### config.mk
export PLATFORM = sky130hd
export DESIGN_NAME = arith_ext_arbiter
export DESIGN_NICKNAME = d
export VERILOG_FILES = /design/src/rtl/arith_ext_arb_pkg.sv /design/src/rtl/arith_ext_arbiter_unit.sv /design/src/rtl/arith_ext_arbiter.sv
export SDC_FILE = /design/constraint.sdc
export NUM_CORES = 1
export LEC_CHECK = 0
export BUFFER_PORTS_ARGS = -buffer_cell sky130_fd_sc_hd__buf_2
export CAP_MARGIN = 20
export CORE_ASPECT_RATIO = 0.5
export CORE_MARGIN = 5
export CORE_UTILIZATION = 40
export DETAILED_ROUTE_END_ITERATION = 8
export PLACE_DENSITY = 0.73
export SLEW_MARGIN = 20
export SYNTH_ARGS = -nofsm -noshare
export SYNTH_HDL_FRONTEND = slang
export SYNTH_SLANG_ARGS = --single-unit
### constraint.sdc
create_clock -name clk -period 4.1 [get_ports clk]
set_input_delay 0.615 -clock clk [delete_from_list [all_inputs] [get_ports clk]]
set_output_delay 0.615 -clock clk [all_outputs]
set_load 0.1 [all_outputs]
### src/rtl/arith_ext_arb_pkg.sv
// Shared types and helpers for the width-extension arbiter.
// Optional feature macro used by the top: ARITH_EXT_ARB_STATS_EN.
package arith_ext_arb_pkg;

  localparam int unsigned STATS_WIDTH = 32;
  localparam int unsigned MAX_REQ     = 64;
  localparam int unsigned MAX_IDX_W   = 6;

  typedef struct packed {
    logic                 found;
    logic [MAX_IDX_W-1:0] idx;
  } rr_pick_t;

  // Requester index width, never below one bit.
  function automatic int unsigned tag_width(input int unsigned n);
    return (n <= 2) ? 1 : $clog2(n);
  endfunction

  // First set bit of valid[n-1:0] searching ptr, ptr+1, ... modulo n.
  function automatic rr_pick_t rr_pick(input logic [MAX_REQ-1:0] valid,
                                       input int unsigned        ptr,
                                       input int unsigned        n);
    rr_pick_t           r;
    logic [MAX_IDX_W:0] sum;
    r = '0;
    for (int unsigned k = 0; k < MAX_REQ; k++) begin
      if (k < n && !r.found) begin
        // ptr < n, so one conditional subtraction replaces the modulo
        sum = (MAX_IDX_W+1)'(ptr) + (MAX_IDX_W+1)'(k);
        if (sum >= (MAX_IDX_W+1)'(n)) sum = sum - (MAX_IDX_W+1)'(n);
        if (valid[sum[MAX_IDX_W-1:0]]) begin
          r.found = 1'b1;
          r.idx   = sum[MAX_IDX_W-1:0];
        end
      end
    end
    return r;
  endfunction

endpackage

### src/rtl/arith_ext_arbiter_unit.sv
// Combinational sign/zero extension of an IN_WIDTH operand to OUT_WIDTH.
module arith_ext_unit #(
  parameter int unsigned IN_WIDTH  = 16,
  parameter int unsigned OUT_WIDTH = 32
) (
  input  logic [IN_WIDTH-1:0]  i_operand,
  input  logic                 i_sext,
  output logic [OUT_WIDTH-1:0] o_result
);

  // Mask is all-ones when widths match, so the upper fill vanishes (pass-through).
  localparam logic [OUT_WIDTH-1:0] LOW_MASK = OUT_WIDTH'({IN_WIDTH{1'b1}});

  // Zero-extend, then fill the upper bits when sign-extending a negative operand.
  always_comb begin
    o_result = OUT_WIDTH'(i_operand);
    if (i_sext && i_operand[IN_WIDTH-1]) o_result = o_result | ~LOW_MASK;
  end

endmodule

### src/rtl/arith_ext_arbiter.sv
// Round-robin arbiter feeding one shared extension unit with a one-entry
// registered output. Define ARITH_EXT_ARB_STATS_EN to add the stall_cycles port.
module arith_ext_arbiter
  import arith_ext_arb_pkg::*;
#(
  parameter int unsigned NUM_REQ   = 4,
  parameter int unsigned IN_WIDTH  = 16,
  parameter int unsigned OUT_WIDTH = 32,
  parameter int unsigned TAG_WIDTH = tag_width(NUM_REQ)
) (
  input  logic                        clk,
  input  logic                        rst_n,
  input  logic [NUM_REQ-1:0]          a_valid,
  output logic [NUM_REQ-1:0]          a_ready,
  input  logic [NUM_REQ*IN_WIDTH-1:0] a_data,
  input  logic [NUM_REQ-1:0]          a_signed,
  output logic                        result_valid,
  input  logic                        result_ready,
  output logic [OUT_WIDTH-1:0]        result_data,
  output logic [TAG_WIDTH-1:0]        result_tag
`ifdef ARITH_EXT_ARB_STATS_EN
  ,
  output logic [STATS_WIDTH-1:0]      stall_cycles
`endif
);

  logic [TAG_WIDTH-1:0] r_rr_ptr;
  logic                 r_result_valid;
  logic [OUT_WIDTH-1:0] r_result_data;
  logic [TAG_WIDTH-1:0] r_result_tag;

  logic [MAX_REQ-1:0]   w_valid_ext;
  rr_pick_t             w_pick;
  logic [TAG_WIDTH-1:0] w_grant;
  logic [TAG_WIDTH-1:0] w_ptr_nxt;
  logic                 w_can_load;
  logic                 w_xfer;
  logic [IN_WIDTH-1:0]  w_operand;
  logic                 w_sext;
  logic [OUT_WIDTH-1:0] w_ext;

  assign w_valid_ext = MAX_REQ'(a_valid);
  assign w_can_load  = !r_result_valid || result_ready;

  // Round-robin winner search from the current pointer.
  always_comb begin
    w_pick  = rr_pick(w_valid_ext, 32'(r_rr_ptr), NUM_REQ);
    w_grant = TAG_WIDTH'(w_pick.idx);
  end

  assign w_xfer    = rst_n && w_pick.found && w_can_load;
  assign w_ptr_nxt = (w_grant == TAG_WIDTH'(NUM_REQ - 1)) ? '0 : w_grant + 1'b1;

  // One-hot ready to the winner only; held low during reset.
  always_comb begin
    a_ready = '0;
    if (w_xfer) a_ready[w_grant] = 1'b1;
  end

  // Route the winner's operand and mode to the shared extension unit.
  always_comb begin
    w_operand = '0;
    w_sext    = 1'b0;
    for (int unsigned i = 0; i < NUM_REQ; i++) begin
      if (w_grant == TAG_WIDTH'(i)) begin
        w_operand = a_data[i*IN_WIDTH +: IN_WIDTH];
        w_sext    = a_signed[i];
      end
    end
  end

  arith_ext_unit #(
    .IN_WIDTH (IN_WIDTH),
    .OUT_WIDTH(OUT_WIDTH)
  ) u_ext (
    .i_operand(w_operand),
    .i_sext   (w_sext),
    .o_result (w_ext)
  );

  // Output register and pointer: load on transfer, drop valid on a bare pop.
  always_ff @(posedge clk) begin
    if (!rst_n) begin
      r_rr_ptr       <= '0;
      r_result_valid <= 1'b0;
      r_result_data  <= '0;
      r_result_tag   <= '0;
    end else if (w_xfer) begin
      r_rr_ptr       <= w_ptr_nxt;
      r_result_valid <= 1'b1;
      r_result_data  <= w_ext;
      r_result_tag   <= w_grant;
    end else if (result_ready) begin
      r_result_valid <= 1'b0;
    end
  end

  assign result_valid = r_result_valid;
  assign result_data  = r_result_data;
  assign result_tag   = r_result_tag;

`ifdef ARITH_EXT_ARB_STATS_EN
  logic [STATS_WIDTH-1:0] r_stall_cycles;

  // Saturating count of cycles where a held result blocks waiting requesters.
  always_ff @(posedge clk) begin
    if (!rst_n) begin
      r_stall_cycles <= '0;
    end else if (r_result_valid && !result_ready && |a_valid && r_stall_cycles != '1) begin
      r_stall_cycles <= r_stall_cycles + 1'b1;
    end
  end

  assign stall_cycles = r_stall_cycles;
`endif

endmodule

==> metrics.md <==
| Metric | Value |
|---|---|
| Rows | 17 |
| Antenna cells | 0 |
| Pins over their slew limit | 0 |
| Unique masters post-synth | 49 |
| Routed Antenna Nets | 0 |
| Crit. End Element | primary output |
| Syn avg cell area | between 8 and 9 sq um |
| Final net count | 396 |
| Die area | 6180 sq um |
| HPWL after DPL | roughly 4400 microns |
| Synth Area in Compound Gates | 33.6% |
| Mapped cell area | 1860 sq um |
| Initial DRC Count | 136 |
| Post-CTS setup buffers | 0 |
| Vias per cell | approximately 5.5 |
| Rel. slew slack | 65.5% |
| Largest family of logic cells by synthesized area | compound AO/OA/AOI/OAI gates |
| Clk buf depth | 2 |
| Worst Path Arrival | ~3300 ps |
| Unrepaired setup endpoints after global routing | no |
| CTS Hold Bufs | 0 |
| Cells after Synth | 225 |
| CTS tree | built |
| Starting Density | 41.7% |
| GRT Residual Overflow | 0 |
| H-tree depth | 1 |
| Worst setup SP type | flip-flop |
| Outcome | finished, final reports clean |
| Period utilization | a little over nine tenths |
| DRC violations left | 0 |
| Setup CP Type | reg2out |
| First-pass GRT wire length | a little under 9000 microns |
| Top FF cell, synth | dfxtp_1 |
| Post-Synth Simple-Gate Area | between 15 and 20% |
| Fin crit period | 3880 ps |
| DRT Pass-1 Iters | 4 |
| WP data required | 3480 ps |
| Fill cells | a little over 400 |
| Share of synthesized registers carrying an async set or reset | 0% |
| Post-synth EDFFs | 0 |
| PortBufs | 113 |
| Root buffer cell | clkbuf_8 |
| Final Hold Viols | 0 |
| CTS Buf Count | 3 |
| CP Max Fanout | 14 |
| Number of max-cap violations | 0 |
| DIE WIDTH | around 110 microns |
| Adder-Cell Fraction of Synth Area | 5.39% |
| RePlAce Congestion | roughly 0.87 |
| # IOs | about 110 |
| Fmax | 258 MHz |
| Clk_skew | 4.15 ps |
| Pin count of the biggest net entering global routing | 35 |
| R2R Setup Slk | 340 ps |
| Vias | 2031 |
| Clock transition at the registers of the reported paths | about 70 ps |
| Vias in the first global route | 1935 |
| Initial antenna violation count | 0 |
| Slew of the pin with the lowest slew margin | 517 ps |
| Syn. warnings | 0 |
| Latest clock arrival within the worst-skew pair | 270 ps |
| TritonCTS Sinks | 22 |
| Layout area overhead | 32.2% |
| Post-Synth XOR/XNOR Area | 0% |
| Share of cells above drive strength 1 | 43.3% |
| GRT Total Usage | 17.5% |
| WL per Instance | 15.5 microns |
| Sequential fraction of the synthesis area | 23.7% |
| Net Count, Synth | 308 |
| Synthesized flop and latch total | 22 |
| Worst min path class | reg2reg |
| Final Setup Violations | 0 |
| Setup TNS | 0 ps |
| Mux contribution to synthesized area | 4.72% |
| Detailed Route WL | 5730 microns |
| Placeable core area | between 4000 and 5000 sq um |
| Die H | 58.2 microns |
## cell usage in the layout, fill, tap and decap left out, types with 2 or more instances in the layout
master      n
nor2b_1    18
nor2_1      5
and3_1      4
nand2b_1    2
buf_2     109
a221oi_1   16
o311ai_1    8
nand2_1    28
buf_12      4
clkbuf_8    4
dfxtp_1    22
o31ai_1     2
nand3_1     3
nor3_1      2
o21ai_0     4
inv_1       5
buf_4       7
a21oi_1     6
ha_2        2
mux2_2      2
o211a_1    15
o211ai_1    2
o311ai_0    5
ha_1        6
a31oi_1     2
mux2i_1     5
## repair_timing
action | in CTS | in global routing
setup endpoints to repair | 0 | 3
gates resized for setup | 0 | 3
hold endpoints to repair | 0 | 0
## metal layers
layer / wire, microns / up-vias / share of wire [%] / track usage [%]
met2: 2950 / 47 / 52 / 32.6
li1: - / 1017 / - / -
met1: 2380 / 956 / 42 / 20.1
met3: 271 / 11 / 4.7 / 3.78
met4: 121 / 0 / 2.1 / 6.09
met5: 0 / - / 0 / 0
## critical path, cell delays in order (launching register included)
cell     delay [ps]
dfxtp_1         360
buf_4           220
inv_1           120
ha_2            440
inv_1           100
a32o_1          260
o31ai_1         260
o311a_1         350
inv_1           100
ha_1            360
and3_2          260
buf_12          160
## final timing paths
check	start	depth (start not counted)	to
setup / recovery	r_rr_ptr[0]	11	a_ready[1]
setup reg to reg	r_rr_ptr[0]	15	result_data[30]
hold reg to reg	result_data[15]	2	result_data[15]
hold / removal	result_data[15]	2	result_data[15]
## final cells by class
cell class | count | area (sq um) | area share (%)
Sequential cell | 22 | 440 | 18.0
Multi-Input combinational cell | 161 | 1190 | 48.5
Clock buffer | 4 | 55.1 | 2.24
Timing Repair Buffer | 120 | 678 | 27.7
Inverter | 5 | 18.8 | 0.765
Tap cell | 57 | 71.3 | 2.91
## registers in the layout (all words and copies together) (netlist names)
register and flops:
result_tag 2, result_valid 1, result_data 17, r_rr_ptr 2
## cell families (layout without fill, tap and decap cells)
| group | Yosys count | in the layout |
|---|---|---|
| adder cells (fa/ha/maj) | 8 | 8 |
| buffers and inverters | 42 | 129 |
| multiplexers | 8 | 8 |
| AND/OR/NAND/NOR | 71 | 71 |
| flip-flops | 22 | 22 |
| AO/OA/AOI/OAI | 74 | 74 |
## through the flow
| stage | hold slack (ps) | cells | setup slack [ps] | util (%) | cell area, sq um |
|---|---|---|---|---|---|
| after CTS | 470 | 369 | 84.9 | 54.9 | 2440 |
| after global routing | 515 | 369 | 42.9 | 55.2 | 2450 |
| after floorplan | 528 | 225 | 48.0 | - | 1860 |
| final | 472 | 369 | 224 | 55.2 | 2450 |
| after global placement | 455 | 365 | 597 | 53.7 | 2390 |
| after detailed placement | 463 | 365 | 381 | 53.7 | 2390 |
## Yosys cell counts, types with 2 or more instances
cell type | n | share of area (%)
a21oi_1 | 6 | 1.6
a221oi_1 | 16 | 7.6
a31oi_1 | 2 | 0.67
and3_1 | 5 | 1.7
buf_2 | 4 | 1.1
buf_4 | 16 | 6.5
buf_6 | 2 | 1.2
clkbuf_1 | 14 | 2.8
dfxtp_1 | 22 | 24
ha_1 | 8 | 5.4
inv_1 | 5 | 1.0
mux2_2 | 2 | 1.2
mux2i_1 | 5 | 2.7
nand2_1 | 28 | 5.7
nand2b_1 | 2 | 0.67
nand3_1 | 3 | 0.81
nor2_1 | 5 | 1.0
nor2b_1 | 18 | 6.1
nor3_1 | 2 | 0.54
o211a_1 | 15 | 8.1
o211ai_1 | 2 | 0.81
o21ai_0 | 4 | 1.1
o311ai_0 | 5 | 2.4
o311ai_1 | 8 | 3.8
o31ai_1 | 2 | 0.81
Power is not shown: default switching activity piles up to over one toggle a cycle in this logic, so the estimate is an artifact.
